===== config.mk =====
export PLATFORM = sky130hd
export DESIGN_NAME = mult_div_unit
export DESIGN_NICKNAME = d
export VERILOG_FILES = /design/src/rtl/mult_div_unit.sv
export SDC_FILE = /design/constraint.sdc
export NUM_CORES = 1
export LEC_CHECK = 0
export CAP_MARGIN = 20
export CORE_MARGIN = 1.5
export CORE_UTILIZATION = 44
export DETAILED_ROUTE_END_ITERATION = 8
export SETUP_SLACK_MARGIN = 0.5
export SLEW_MARGIN = 10
export SYNTH_ARGS = -nofsm -noshare
export SYNTH_HDL_FRONTEND = slang
export SYNTH_SLANG_ARGS = --single-unit

===== constraint.sdc =====
create_clock -name clk -period 3.7 [get_ports clk]
set_clock_uncertainty 0.05 [all_clocks]
set_input_delay 0.37 -clock clk [delete_from_list [all_inputs] [get_ports clk]]
set_output_delay 0.37 -clock clk [all_outputs]
set_load 0.02 [all_outputs]

===== src/rtl/mult_div_unit.sv =====
// Iterative multiply/divide unit with architectural HI/LO registers.
// One product or quotient bit is resolved per clock; signed ops run on magnitudes.
module mult_div_unit #(
    parameter int WIDTH = 32
) (
    input  logic             clk,
    input  logic             clr,
    input  logic             start,
    input  logic [1:0]       op,
    input  logic [WIDTH-1:0] rs_data,
    input  logic [WIDTH-1:0] rt_data,
    input  logic             hi_we,
    input  logic             lo_we,
    output logic             busy,
    output logic             done,
    output logic             div_by_zero,
    output logic [WIDTH-1:0] hi,
    output logic [WIDTH-1:0] lo
);

    typedef enum logic [1:0] {IDLE, RUN, FINISH} state_t;
    localparam int CW = $clog2(WIDTH + 1);

    state_t               state, state_next;
    logic [CW-1:0]        count;
    logic [2*WIDTH-1:0]   acc;     // mult: {partial product, multiplier}; div: {remainder, quotient}
    logic [WIDTH-1:0]     b_q;     // multiplicand or divisor magnitude
    logic                 is_div_q, neg_q, rem_neg_q, dbz_q;

    logic                 a_neg, b_neg;
    logic [WIDTH-1:0]     a_mag, b_mag;
    logic [WIDTH:0]       mul_sum, div_shift, div_diff;
    logic                 div_ge;
    logic [2*WIDTH-1:0]   mul_next, div_next, prod_fix;
    logic [WIDTH-1:0]     quot_fix, rem_fix;

    assign busy = (state != IDLE);

    // NOTE: every signal driven here gets a default first so no latch is inferred.
    always_comb begin
        state_next = state;
        case (state)
            IDLE:    if (start) state_next = RUN;
            RUN:     if (count == CW'(1)) state_next = FINISH;
            FINISH:  state_next = IDLE;
            default: state_next = IDLE;
        endcase
    end

    always_comb begin
        a_neg = op[0] & rs_data[WIDTH-1];
        b_neg = op[0] & rt_data[WIDTH-1];
        a_mag = a_neg ? -rs_data : rs_data;
        b_mag = b_neg ? -rt_data : rt_data;

        mul_sum  = {1'b0, acc[2*WIDTH-1:WIDTH]} + (acc[0] ? {1'b0, b_q} : {(WIDTH+1){1'b0}});
        mul_next = {mul_sum, acc[WIDTH-1:1]};

        div_shift = {acc[2*WIDTH-1:WIDTH], acc[WIDTH-1]};
        div_ge    = (div_shift >= {1'b0, b_q});
        div_diff  = div_shift - {1'b0, b_q};
        div_next  = {(div_ge ? div_diff[WIDTH-1:0] : div_shift[WIDTH-1:0]), acc[WIDTH-2:0], div_ge};

        prod_fix = neg_q ? -acc : acc;
        quot_fix = neg_q ? -acc[WIDTH-1:0] : acc[WIDTH-1:0];
        rem_fix  = rem_neg_q ? -acc[2*WIDTH-1:WIDTH] : acc[2*WIDTH-1:WIDTH];
    end

    // NOTE: sequential state uses non-blocking assignments so all registers update together.
    always_ff @(posedge clk or negedge clr) begin
        if (!clr) begin
            state       <= IDLE;
            count       <= '0;
            acc         <= '0;
            b_q         <= '0;
            is_div_q    <= 1'b0;
            neg_q       <= 1'b0;
            rem_neg_q   <= 1'b0;
            dbz_q       <= 1'b0;
            done        <= 1'b0;
            div_by_zero <= 1'b0;
            hi          <= '0;
            lo          <= '0;
        end else begin
            state       <= state_next;
            done        <= 1'b0;
            div_by_zero <= 1'b0;
            case (state)
                IDLE: begin
                    if (start) begin
                        is_div_q  <= op[1];
                        neg_q     <= a_neg ^ b_neg;
                        rem_neg_q <= a_neg;
                        dbz_q     <= op[1] & (rt_data == '0);
                        count     <= CW'(WIDTH);
                        // Multiplier and dividend both start in the low half.
                        acc       <= {{WIDTH{1'b0}}, (op[1] ? a_mag : b_mag)};
                        b_q       <= op[1] ? b_mag : a_mag;
                    end else begin
                        if (hi_we) hi <= rs_data;
                        if (lo_we) lo <= rs_data;
                    end
                end
                RUN: begin
                    acc   <= is_div_q ? div_next : mul_next;
                    count <= count - CW'(1);
                end
                FINISH: begin
                    done <= 1'b1;
                    if (!is_div_q) begin
                        {hi, lo} <= prod_fix;
                    end else if (dbz_q) begin
                        div_by_zero <= 1'b1;
                    end else begin
                        hi <= rem_fix;
                        lo <= quot_fix;
                    end
                end
                default: ;
            endcase
        end
    end

endmodule

Word-level counts from Yosys, hierarchy flattened
Cells that the tools add are included.

word-level totals
  RAM bits = 0
  input bits = 71
  word-level logic and storage cells = 75
  output and inout port bits = 67
  register bits after elaboration = 174
  latch bits = 0
  ROM bits = 0
  memories = 0

operators by class
  eq/ne operators = 9
  $add $sub $neg = 8
  $lt $le $gt $ge = 1
  bitwise gates (word level) = 4
  div/mod/pow operators = 0
  shift operators = 0
  reductions and logical operators = 10
  muxes and demuxes = 31
  multipliers = 0

operators with widths
  cell                                                  number
  2-to-1 mux 32 bit                                     16
  2-to-1 mux 64 bit                                     3
  negation 32 bit                                       4
  case mux 32 bit (2 select lines)                      2
  case mux 64 bit (2 select lines)                      1
  negation 64 bit                                       1
  adder 32 x 32 -> 33 bit                               1
  >= comparator 33 x 32 -> 1 bit                        1
  logical NOT 32 bit                                    1
  subtractor 32 bit                                     1
  case mux 6 bit (2 select lines)                       1
  inequality test 2 bit (second input constant)         5
  AND reduction 4 bit                                   2
  equality test 6 x 1 -> 1 bit (second input constant)  1
  2-to-1 mux 6 bit                                      1
  AND reduction 2 bit                                   3
  nonzero test 2 bit                                    3
  subtractor 6 x 1 -> 6 bit (second input constant)     1
  2-to-1 mux 1 bit                                      4
  2-to-1 mux 2 bit                                      2
  case mux 2 bit (2 select lines)                       1
  bitwise AND 1 bit                                     3
  inequality test 3 bit (second input constant)         1
  equality test 2 x 1 -> 1 bit (second input constant)  1
  3 further kinds                                       3

Depth between registers and ports, before layout
Gate-level depths: netlist of the first run.

  word-level depth = 5
  gate-level depth with buffers = 15
  depth with buffers taken out = 13

Worst setup path after synthesis of the first run
Ideal clock, no wire load.

  path kind = register -> register
  start point = register acc[0]
  end point = register acc[63]
  arrival = 3,186 ps
  setup time = 149 ps
  data required time = 3,501 ps
  period minus slack after synthesis = 3,385 ps
  path slack = 315 ps
  stages on the path, launching flop included = 16
  buffers on the path = 3
  cell sequence = dfrtp_1 > clkbuf_1 > inv_1 > clkbuf_1 > nor2_1 > ha_1 > clkbuf_1 > a21oi_1 > o21ai_0 > a221oi_1 > o21ai_0 > o211ai_1 > or4b_2 > a21oi_1 > o31a_1 > a41oi_1

on the way
  cells in the longest elaborated chain, start to end = 4

ends and longest elaborated chain
  what                              RTL line  text
  from (decl)                       26        logic [2*WIDTH-1:0] acc;
  from (signal assigned)            97        acc <= {{WIDTH{1'b0}}, (op[1] ? a_mag : b_mag)};
  from (signal assigned)            105       acc <= is_div_q ? div_next : mul_next;
  2-to-1 mux 32 bit                 56        mul_sum = {1'b0, acc[2*WIDTH-1:WIDTH]} + (acc[0] ? {1'b0, b_q} : {(WIDTH+1){1'b0}});
  adder 32 x 32 -> 33 bit           56
  2-to-1 mux 64 bit                 105
  case mux 64 bit (2 select lines)  88        case (state)

No other way between the ends.
A chain may end at the register's enable or synchronous reset.

Final worst setup path of the first run
  start point = register acc[7]
  end point = register lo[29]

on the way
  cells in the longest elaborated chain, start to end = 5
  elaborated cells between the ends (all ways) = 7
  those cells by class = add/sub: 2; mux: 5

ends and longest elaborated chain
  what                                  RTL line  text
  negation 32 bit                       65        quot_fix = neg_q ? -acc[WIDTH-1:0] : acc[WIDTH-1:0];
  2-to-1 mux 32 bit                     65
  2-to-1 mux 32 bit                     112       end else if (dbz_q) begin
  2-to-1 mux 32 bit (*)                 110       if (!is_div_q) begin
  case mux 32 bit (2 select lines) (*)  88
  to (signal assigned)                  101       if (lo_we) lo <= rs_data;
  to (signal assigned)                  111       {hi, lo} <= prod_fix;
  to (signal assigned)                  116       lo <= quot_fix;
  to (decl)                             18        output logic [WIDTH-1:0] lo

Mark *: on every way between the ends. The rest lies on a longest branch, timed or not. The select of a mux whose other input is x is not followed.

==> results.py, run 1 <==
metrics = {
    "min_path": {
        "holdCritPathClass": "flop to flop",
        "hold_depth": 1,
        "min_from": "hi[27]",
        "hold_path_end": "hi[27]",
    },
    "global_route": {
        "grt_remaining_overflow": 0,
        "grt.met2_usage_pct": 49.19,
        "gr-max-usage-layer": "met2",
        "grt_use_met1_pct": 48.77,
        "grt_use_met3_pct": 4.992,
        "antenna_found_initial": 0,
        "grt_pass1_wl_um": 89490,
        "grt_pass1_vias": 14580,
        "grt_usage_pct": 33.10,
        "grt_start_max_net_pins": 79,
    },
    "sta": {
        "fmax_ghz": 0.3072,
        "finalHoldViolations": 0,
        "setup_tns_ns": 0,
        "fin_crit_ns": 3.255,
        "finalHoldWorstSlack_ns": 0.4295,
        "fin_crit_sh_pct": 87.98,
        "setup_viol": 0,
        "rsz0062_at_grt": "true",
        "tightestPinTransition_ns": 0.9473,
        "drv_slew": 0,
        "slew_headroom_pct": 36.78,
    },
    "routing": {
        "drt-vias-per-instance": 6.092,
        "wl_um": 60140,
        "drt_iter0_markers": 1631,
        "num_vias": 16030,
        "drt.antenna.violating_nets": 0,
        "drtPass1Iterations": 5,
        "wl_per_cell_um": 22.85,
        "route.detailed.drc": 0,
    },
    "setup_path": {
        "start_kind": "flop",
        "r2r-end": "lo[29]",
        "arrival_ns": 3.52,
        "worstPathRequired_ns": 3.96,
        "worstRegToRegCells": 9,
        "ff2ff_setup_slack_ns": 0.44,
        "critPathKind": "flop to flop",
        "cp-end-kind": "flop",
        "worstReg2RegStart": "acc[7]",
        "crit_path_max_fanout": 4,
    },
    "die": {
        "start_util_pct": 44.91,
        "die_h_um": 188.5,
        "die_x_um": 188.5,
        "ioPinCount": 138,
        "die-area_mm2": 0.03552,
        "core_mm2": 0.03370,
        "row_count": 67,
    },
    "clock_network": {
        "clk_path_buf_depth": 2,
        "clock_latency_ns": 0.46,
        "cts.clk_slew.worst_paths_ns": 0.07,
        "cts_sinks": 174,
        "cts_tree": "done",
        "htreeDepth": 4,
        "cts_made_buffers": 17,
        "cts_root_buffer": "clkbuf_16",
    },
    "synth": {
        "synth_edf_count": 0,
        "synth_ff_type": "dfrtp_1",
        "ys_warn_count": 0,
        "seq_area_frac_synth_pct": 28.77,
        "synthDominantCellAreaShare_pct": 28.77,
        "syn_nets": 2113,
        "yosysUniqueCellTypes": 78,
        "synthTopCellsByArea": "dfrtp_1, o21ai_0, a21oi_1",
        "yosysTopAreaCell": "dfrtp_1",
        "async_reset_ff_share_pct": 100.0,
        "netlist_instances": 1970,
        "syn_area_per_cell_um2": 7.682,
        "ys_ff_latch": 174,
        "syn_area_mm2": 0.01513,
    },
    "status": {
        "status": "complete, no violations",
    },
    "cells_and_area": {
        "drive_gt1_share_pct": 16.48,
        "syn2layout_area_growth_pct": 27.50,
        "final_area_mm2": 0.01929,
        "antenna_cells": 0,
        "finalNetCount": 2315,
    },
    "run": {
        "maxCapViolCount": 0,
    },
    "place": {
        "place_area_mm2": 0.01751,
        "port_buffers": 137,
        "place_congestion": 0.9662,
        "dp_hpwl_um": 46270,
    },
    "power_and_ir_drop": {
        "p_leak_uw": 0.008059,
        "powerDensity_mw_per_mm2": 1075,
        "peakVddDrop_mv": 0.6839,
    },
}
==> report_power, final <==
part | leakage [uW] | switching, uW | internal [uW] | total (uW)
registers | 0.00210 | 954 | 2850 | 3800
clock network | 0.000288 | 896 | 1010 | 1900
logic | 0.00567 | 8600 | 6430 | 15000
total | 0.00806 | 10400 | 10300 | 20700
==> placed cells by master, fill, tap and decap left out, drive strengths merged, types with 10 or more instances in the layout <==
| cell type | synthesis | layout |
|---|---|---|
| nor3 | 40 | 40 |
| and3 | 18 | 18 |
| mux2i | 51 | 51 |
| and2 | 13 | 13 |
| a211oi | 28 | 28 |
| inv | 69 | 74 |
| xor2 | 77 | 77 |
| or2 | 10 | 10 |
| clkbuf | 98 | 17 |
| or3 | 24 | 24 |
| o221ai | 23 | 23 |
| a21oi | 184 | 184 |
| nor2 | 189 | 189 |
| xnor2 | 87 | 87 |
| nand4 | 13 | 13 |
| nor4 | 23 | 23 |
| or4 | 13 | 13 |
| buf | 26 | 174 |
| dfrtp | 174 | 174 |
| o21ai | 203 | 203 |
| a31oi | 22 | 22 |
| nand2 | 215 | 215 |
| nand3 | 66 | 66 |
| a21o | 42 | 42 |
| nand2b | 14 | 14 |
| a22oi | 17 | 17 |
| o211ai | 25 | 25 |
| clkdlybuf4s50 | 1 | 135 |
| o31ai | 34 | 34 |
| ha | 70 | 70 |
==> state kept, by name, indices dropped and copies added (netlist names) <==
name / count
done: 1
rem_neg_q: 1
state: 2
dbz_q: 1
neg_q: 1
hi: 32
acc: 64
b_q: 32
count: 6
is_div_q: 1
lo: 32
div_by_zero: 1
==> kinds of logic (layout without fill, tap and decap cells) <==
family | Yosys count | after routing | synth area share (%)
multiplexers | 55 | 55 | 3.671
AO/OA/AOI/OAI | 652 | 652 | 26.53
flip-flops | 174 | 174 | 28.77
adder cells (fa/ha/maj) | 72 | 72 | 6.052
buffers and inverters | 196 | 410 | 5.366
AND/OR/NAND/NOR | 657 | 657 | 20.12
XOR/XNOR | 164 | 164 | 9.492
==> final cells by class <==
class | instances | area, um^2
fillers | 3188 | 14410
inverters | 69 | 259.0
well taps | 448 | 560.5
multi-input cells | 1600 | 10760
clock inverters | 14 | 157.7
clock buffers | 17 | 425.4
repair buffers | 310 | 2768
flip-flops and latches | 174 | 4367
==> how the worst max path moves through the flow <==
stage	start	end	slack, ns	cells past startpoint
final	acc[7]	lo[29]	0.44	9
after detailed placement	rt_data[9]	acc[27]	0.16	9
after floorplan	acc[0]	acc[63]	0.51	15
after CTS	acc[0]	acc[63]	0.45	15
after global routing	acc[7]	lo[29]	0.38	9
after global placement	acc[38]	acc[62]	0.20	10
==> cell usage after synthesis (all sizes together) (42+ instances only) <==
library cell and number:
nand2 215, nor2 189, a21oi 184, xnor2 87, a21o 42, inv 69
ha 70, dfrtp 174, clkbuf 98, o21ai 203, mux2i 51, nand3 66
xor2 77
==> worst max-delay path, stage by stage, from the launching register on <==
cell	delay (ns)
dfrtp_2	0.41
or3_4	0.40
or4_4	0.60
or3_4	0.43
or2_4	0.28
or3_4	0.33
o31a_1	0.25
xor2_1	0.16
a21boi_1	0.14
o21ai_1	0.07
==> metrics by stage <==
| step | util (%) | cells | worst slack, ns | total power [uW] |
|---|---|---|---|---|
| floorplan | - | 1970 | 0.5065 | 12160 |
| global placement | 51.96 | 2552 | 0.1982 | 16750 |
| detailed placement | 51.96 | 2552 | 0.1643 | 16830 |
| CTS | 54.73 | 2598 | 0.4511 | 19220 |
| global route | 57.25 | 2632 | 0.3803 | 22020 |
| finish | 57.25 | 2632 | 0.4449 | 20730 |
==> what timing repair did <==
action | in CTS | in global routing
endpoints found under the setup margin | 33 | 57
resized for setup | 61 | 129
hold buffers | 1 | 0
setup buffers | 14 | 34
pin swaps | 24 | 58
endpoints found under the hold margin | 72 | 0
==> metal layers <==
metal  up-vias  share of wire (%)
li1       7507                  -
met1      7757                 46
met2       688                 43
met3        82                7.9
met4         0                3.1
met5         -                  0
Power figures use the tool's default switching activity.
==> inputs of run 2 (changes only) <==
--- a/config.mk
+++ b/config.mk
@@ -5,7 +5,7 @@
 export SDC_FILE = /design/constraint.sdc
 export NUM_CORES = 1
 export LEC_CHECK = 0
-export CAP_MARGIN = 20
+export CORE_ASPECT_RATIO = 0.7
 export CORE_MARGIN = 1.5
 export CORE_UTILIZATION = 44
 export DETAILED_ROUTE_END_ITERATION = 8
==> constraint.sdc (replaced) <==
create_clock -name clk -period 3.17 [get_ports clk]
set_clock_uncertainty 0.05 [all_clocks]
set_input_delay 0.317 -clock clk [delete_from_list [all_inputs] [get_ports clk]]
set_output_delay 0.317 -clock clk [all_outputs]
set_load 0.02 [all_outputs]
==> run 2 against run 1 <==
  * The run now ends with negative setup slack left
  * Clock-buffer cell count is the same
  * Hold slack got worse by 0.11 ns
  * Combinational power up 59%
  * Flip-flop and latch count stayed put
  * Cell count is 7.8% higher
  * Non-clock buffer count is 183 higher
  * First-iteration DRC count up 41%
  * Core utilization grew 11 points
  * Maximum frequency rose by 1.3%
  * Sequential share of layout area is 3.6 points lower
  * Register-to-register slack worse by 0.49 ns
  * Clock power grew 16%
  * Critical path type unchanged
  * Critical endpoint unchanged
  * Largest power group unchanged
  * Highest routed layer unchanged
==> results.py, run 2 (same netlist as run 1, synthesis figures left out) <==
metrics = {
    "setup_path": {
        "slowest_stage": "or4b_4",
        "arrival_ns": 3.47,
        "crit_path_max_fanout": 3,
        "worstPathCellList": "or4_4, or4b_4, buf_6, or2_4, or3_4, o31a_1, xor2_2, a21boi_1, o21ai_1",
        "cp-end-kind": "flop",
        "start_kind": "flop",
        "path_buf_inv": 1,
        "cp_slowest_stage_delay_ns": 0.60,
        "critPathTopFamily": "simple AND/OR/NAND/NOR gates",
        "critPathKind": "flop to flop",
        "worstPathRequired_ns": 3.43,
    },
    "clock_network": {
        "cts_sinks": 174,
        "cts_tree": "done",
        "cts_made_buffers": 17,
        "htreeDepth": 4,
        "clock_latency_ns": 0.48,
        "cts.clk_slew.worst_paths_ns": 0.08,
        "clk_path_buf_depth": 2,
        "cts_root_buffer": "clkbuf_16",
    },
    "place": {
        "place_area_mm2": 0.01875,
        "port_buffers": 137,
        "dp_hpwl_um": 51290,
        "place_congestion": 0.9888,
        "dpl.cell_count": 2696,
        "pre_cts_slack_ns": -0.3357,
    },
    "global_route": {
        "grt_pass1_vias": 15850,
        "grt_start_max_net_pins": 116,
        "grt_pass1_wl_um": 100500,
        "grt_usage_pct": 38.10,
        "grt_remaining_overflow": 0,
        "antenna_found_initial": 1,
    },
    "routing": {
        "drt.antenna.violating_nets": 0,
        "drt_iter0_markers": 2301,
        "drtPass1Iterations": 6,
        "num_vias": 17910,
        "route.detailed.drc": 0,
        "drt-vias-per-instance": 6.314,
        "wl_um": 71020,
        "wl_per_cell_um": 25.04,
    },
    "die": {
        "core_mm2": 0.03370,
        "ioPinCount": 138,
        "row_count": 56,
        "die-area_mm2": 0.03553,
        "start_util_pct": 44.90,
        "die_x_um": 224.7,
        "die_h_um": 158.2,
    },
    "cells_and_area": {
        "layout_common_cells": "buf_4, nand2_1, dfrtp_1",
        "final_common_cell": "buf_4",
        "finalNetCount": 2501,
        "multiInputGateArea_mm2": 0.01265,
        "largest_reg_flops": 64,
        "seq_area_mm2": 0.004368,
        "final_area_mm2": 0.02292,
        "regMostFlops": "acc",
        "drive_gt1_share_pct": 33.78,
        "n_fill_cell": 2722,
        "syn2layout_area_growth_pct": 51.47,
        "instances_no_fill": 2836,
    },
    "status": {
        "status": "finished with violations",
        "violations": "negative setup slack",
    },
    "run": {
        "maxCapViolCount": 0,
    },
    "sta": {
        "finalHoldWorstSlack_ns": 0.3218,
        "tightestPinTransition_ns": 1.362,
        "fin_crit_sh_pct": 101.4,
        "setup_tns_ns": -0.1577,
        "finalHoldViolations": 0,
        "rsz0062_at_grt": "true",
        "drv_slew": 0,
        "setup_viol": 6,
        "setup_ws_ns": -0.04458,
        "slew_headroom_pct": 8.877,
        "fmax_ghz": 0.3111,
        "fin_crit_ns": 3.215,
    },
    "power_and_ir_drop": {
        "p_leak_uw": 0.009527,
        "powerDensity_mw_per_mm2": 1333,
        "peakVddDrop_mv": 0.6890,
    },
    "min_path": {
        "holdCritPathClass": "input pin to flop",
    },
}
==> run 2: routing by layer <==
layer  vias to the layer above  part of all wire, %  GRT usage [%]
li1                       7890                    -              -
met1                      8718                   45          58.73
met2                      1162                   39          49.61
met3                       137                   13          12.47
met4                         0                  2.4          9.140
met5                         -                    0              0
==> run 2: repair_timing <==
item | CTS | global route
hold buffers | 1 | 0
pin swaps | 140 | 152
hold endpoints to repair | 72 | 0
gates resized for setup | 344 | 265
setup buffers | 62 | 40
gates cloned | 3 | 1
setup endpoints to repair | 108 | 111
==> run 2: path summary, 6_finish.rpt <==
kind / to / slack, ns / depth (start not counted) / startpoint
worst max-delay path: lo[29] / -0.04 / 9 / acc[19]
worst min-delay path: hi[2] / 0.32 / 4 / rs_data[2]
worst max register to register: lo[29] / -0.04 / 9 / acc[19]
worst min register to register: lo[9] / 0.43 / 1 / lo[9]
max in group asynchronous: b_q[22] / 1.78 / 3 / clr
min in group asynchronous: acc[60] / 0.38 / 2 / clr
==> run 2: final cells by class <==
| cell class | count | area share, % |
|---|---|---|
| repair inverters | 2 | 0.1201 |
| inverters | 69 | 1.184 |
| clock inverters | 15 | 0.6605 |
| flip-flops and latches | 174 | 19.06 |
| clock buffers | 17 | 1.856 |
| multi-input cells | 1601 | 55.19 |
| diodes | 1 | 0.01092 |
| well taps | 464 | 2.533 |
| repair buffers | 493 | 19.39 |
==> run 2: metrics by stage <==
| step | power, uW | util, % |
|---|---|---|
| after floorplan | 14870 | - |
| after global placement | 21490 | 55.62 |
| after detailed placement | 21680 | 55.62 |
| after CTS | 27180 | 63.38 |
| after global routing | 31850 | 68.01 |
| final | 30560 | 68.01 |
==> run 2: power by group <==
| part | internal (uW) | switching (uW) |
|---|---|---|
| combinational | 10700 | 13200 |
| clock | 1050 | 1160 |
| sequential | 3320 | 1160 |
==> run 2: worst reg2reg max path, delay by kind of cell (launching register included) <==
family | cells | cell delay [ns]
buffers and inverters | 1 | 0.15
AOI/OAI and AO/OA | 3 | 0.51
xor gates and xnor gates | 1 | 0.17
and+or+nand+nor | 4 | 1.79
DFF | 1 | 0.38
==> inputs of run 3 (changes only) <==
--- a/config.mk
+++ b/config.mk
@@ -10,6 +10,7 @@
 export CORE_UTILIZATION = 44
 export DETAILED_ROUTE_END_ITERATION = 8
 export SETUP_SLACK_MARGIN = 0.5
+export SKIP_LAST_GASP = 1
 export SLEW_MARGIN = 10
 export SYNTH_ARGS = -nofsm -noshare
 export SYNTH_HDL_FRONTEND = slang
==> run 3 against run 2 <==
  * Critical path type unchanged
  * Critical path depth stayed put
  * Routed wire length shrank 0.80%
  * The run still ends with negative setup slack left
  * Die area unchanged
  * Cell count about the same
  * Core utilization fell by 0.39 points
  * Clock power is essentially flat
  * Via count down 0.80%
  * Critical endpoint is now hi[1]
  * Maximum frequency down 0.12%
==> results.py, run 3 (same netlist as run 1, synthesis figures left out) <==
metrics = {
    "die": {
        "core_mm2": 0.03370,
        "die-area_mm2": 0.03553,
        "ioPinCount": 138,
        "die_h_um": 158.2,
        "start_util_pct": 44.90,
        "die_x_um": 224.7,
        "row_count": 56,
    },
    "setup_path": {
        "startpoint": "acc[25]",
        "start_kind": "flop",
        "critPathTopFamily": "simple AND/OR/NAND/NOR gates",
        "crit_path_max_fanout": 7,
        "critPathKind": "flop to flop",
        "ff2ff_setup_slack_ns": -0.05,
        "path_depth": 9,
        "cp_slowest_stage_delay_ns": 0.52,
        "cp-end-kind": "flop",
        "r2r-end": "hi[1]",
        "path_buf_inv": 2,
        "arrival_ns": 3.49,
        "crit_top_cell": "or3_1",
        "worstPathRequired_ns": 3.45,
        "worstReg2RegStart": "acc[25]",
        "worstRegToRegCells": 9,
        "slowest_stage": "dfrtp_1",
        "worstPathCellList": "or3_1, or3_1, nor3_2, inv_1, o311ai_4, mux2i_1, a311oi_2, buf_4, o31ai_2",
        "cp-endpoint": "hi[1]",
    },
    "sta": {
        "tightestPinTransition_ns": 1.324,
        "fin_crit_sh_pct": 101.5,
        "fmax_ghz": 0.3107,
        "rsz0062_at_grt": "true",
        "finalHoldViolations": 0,
        "finalHoldWorstSlack_ns": 0.3238,
        "drv_slew": 0,
        "setup_viol": 7,
        "fin_crit_ns": 3.218,
        "setup_tns_ns": -0.2308,
        "slew_headroom_pct": 11.43,
        "setup_ws_ns": -0.04835,
    },
    "routing": {
        "wl_um": 70450,
        "wl_per_cell_um": 24.85,
        "num_vias": 17760,
        "route.detailed.drc": 0,
        "drt_iter0_markers": 2419,
        "drt-vias-per-instance": 6.266,
        "drt.antenna.violating_nets": 0,
        "drtPass1Iterations": 7,
    },
    "cells_and_area": {
        "largest_reg_flops": 64,
        "final_common_cell": "buf_4",
        "finish.utilization_pct": 67.62,
        "final_area_mm2": 0.02279,
        "regMostFlops": "acc",
        "layout_common_cells": "buf_4, nand2_1, nor2_1",
        "syn2layout_area_growth_pct": 50.60,
        "antenna_cells": 0,
        "finalNetCount": 2501,
        "drive_gt1_share_pct": 33.02,
    },
    "global_route": {
        "grt_remaining_overflow": 0,
        "grt_pass1_wl_um": 100500,
        "antenna_found_initial": 0,
        "grt_use_met3_pct": 12.47,
        "grt_use_met1_pct": 58.73,
        "grt.met2_usage_pct": 49.61,
        "grt_start_max_net_pins": 116,
        "gr-max-usage-layer": "met1",
        "grt_usage_pct": 38.10,
        "grt_pass1_vias": 15850,
    },
    "run": {
        "maxCapViolCount": 0,
    },
    "status": {
        "status": "finished with violations",
        "violations": "negative setup slack",
    },
    "clock_network": {
        "clk_path_buf_depth": 2,
        "cts_tree": "done",
        "htreeDepth": 4,
        "clock_latency_ns": 0.47,
        "cts_made_buffers": 17,
        "cts_root_buffer": "clkbuf_16",
        "cts.clk_slew.worst_paths_ns": 0.08,
        "cts_sinks": 174,
    },
    "place": {
        "dp_hpwl_um": 51290,
        "place_congestion": 0.9888,
        "port_buffers": 137,
        "place_area_mm2": 0.01875,
    },
    "power_and_ir_drop": {
        "p_leak_uw": 0.009485,
        "powerDensity_mw_per_mm2": 1329,
        "power_uw": 30300,
        "peakVddDrop_mv": 0.6664,
    },
    "min_path": {
        "holdCritPathClass": "input pin to flop",
    },
}
## run 3: power breakdown
group,internal (uW),switching (uW),total (uW),leakage [uW]
clock,1050,1160,2210,0.000282
combinational,10600,13000,23600,0.00711
sequential,3330,1150,4470,0.00210
total,15000,15300,30300,0.00948
## run 3: area by class of cell
| class | count | area [um^2] |
|---|---|---|
| well taps | 464 | 580.6 |
| fillers | 2746 | 10910 |
| flip-flops and latches | 174 | 4368 |
| clock buffers | 17 | 425.4 |
| multi-input cells | 1601 | 12540 |
| repair buffers | 493 | 4432 |
| inverters | 69 | 266.5 |
| repair inverters | 2 | 27.53 |
| clock inverters | 15 | 151.4 |
## run 3: worst min-delay path by stage
stage | startpoint | endpoint | slack, ns | depth (start not counted)
6_report | rs_data[2] | hi[2] | 0.32 | 4
5_1_grt | rs_data[2] | hi[2] | 0.34 | 4
4_1_cts | op[1] | b_q[21] | 0.38 | 5
3_5_place_dp | clr | acc[60] | 0.39 | 1
3_3_place_gp | clr | acc[60] | 0.38 | 1
2_1_floorplan | clr | acc[0] | -0.03 | 0
## run 3: metrics by stage
step | setup slack, ns | cells
floorplan | 0.2306 | 1970
global placement | -0.3229 | 2696
detailed placement | -0.3357 | 2696
CTS | 0.03185 | 2794
global route | -0.1525 | 2835
finish | -0.04835 | 2835
## run 3: worst register-to-register path, stage by stage, from the launching register on
cell	delay, ns
dfrtp_1	0.52
or3_1	0.42
or3_1	0.44
nor3_2	0.50
inv_1	0.20
o311ai_4	0.31
mux2i_1	0.13
a311oi_2	0.29
buf_4	0.18
o31ai_2	0.05
## run 3: metal layers
| metal | share of wire (%) | vias up |
|---|---|---|
| li1 | - | 7898 |
| met1 | 45 | 8560 |
| met2 | 39 | 1180 |
| met3 | 14 | 125 |
| met4 | 2.3 | 0 |
| met5 | 0 | - |
## run 3: what timing repair did
item,in CTS,in global routing
hold buffers,1,0
cloned,3,1
endpoints found under the hold margin,72,0
buffers inserted,62,40
pin swaps,140,146
setup endpoints to repair,108,111
gates resized for setup,344,232
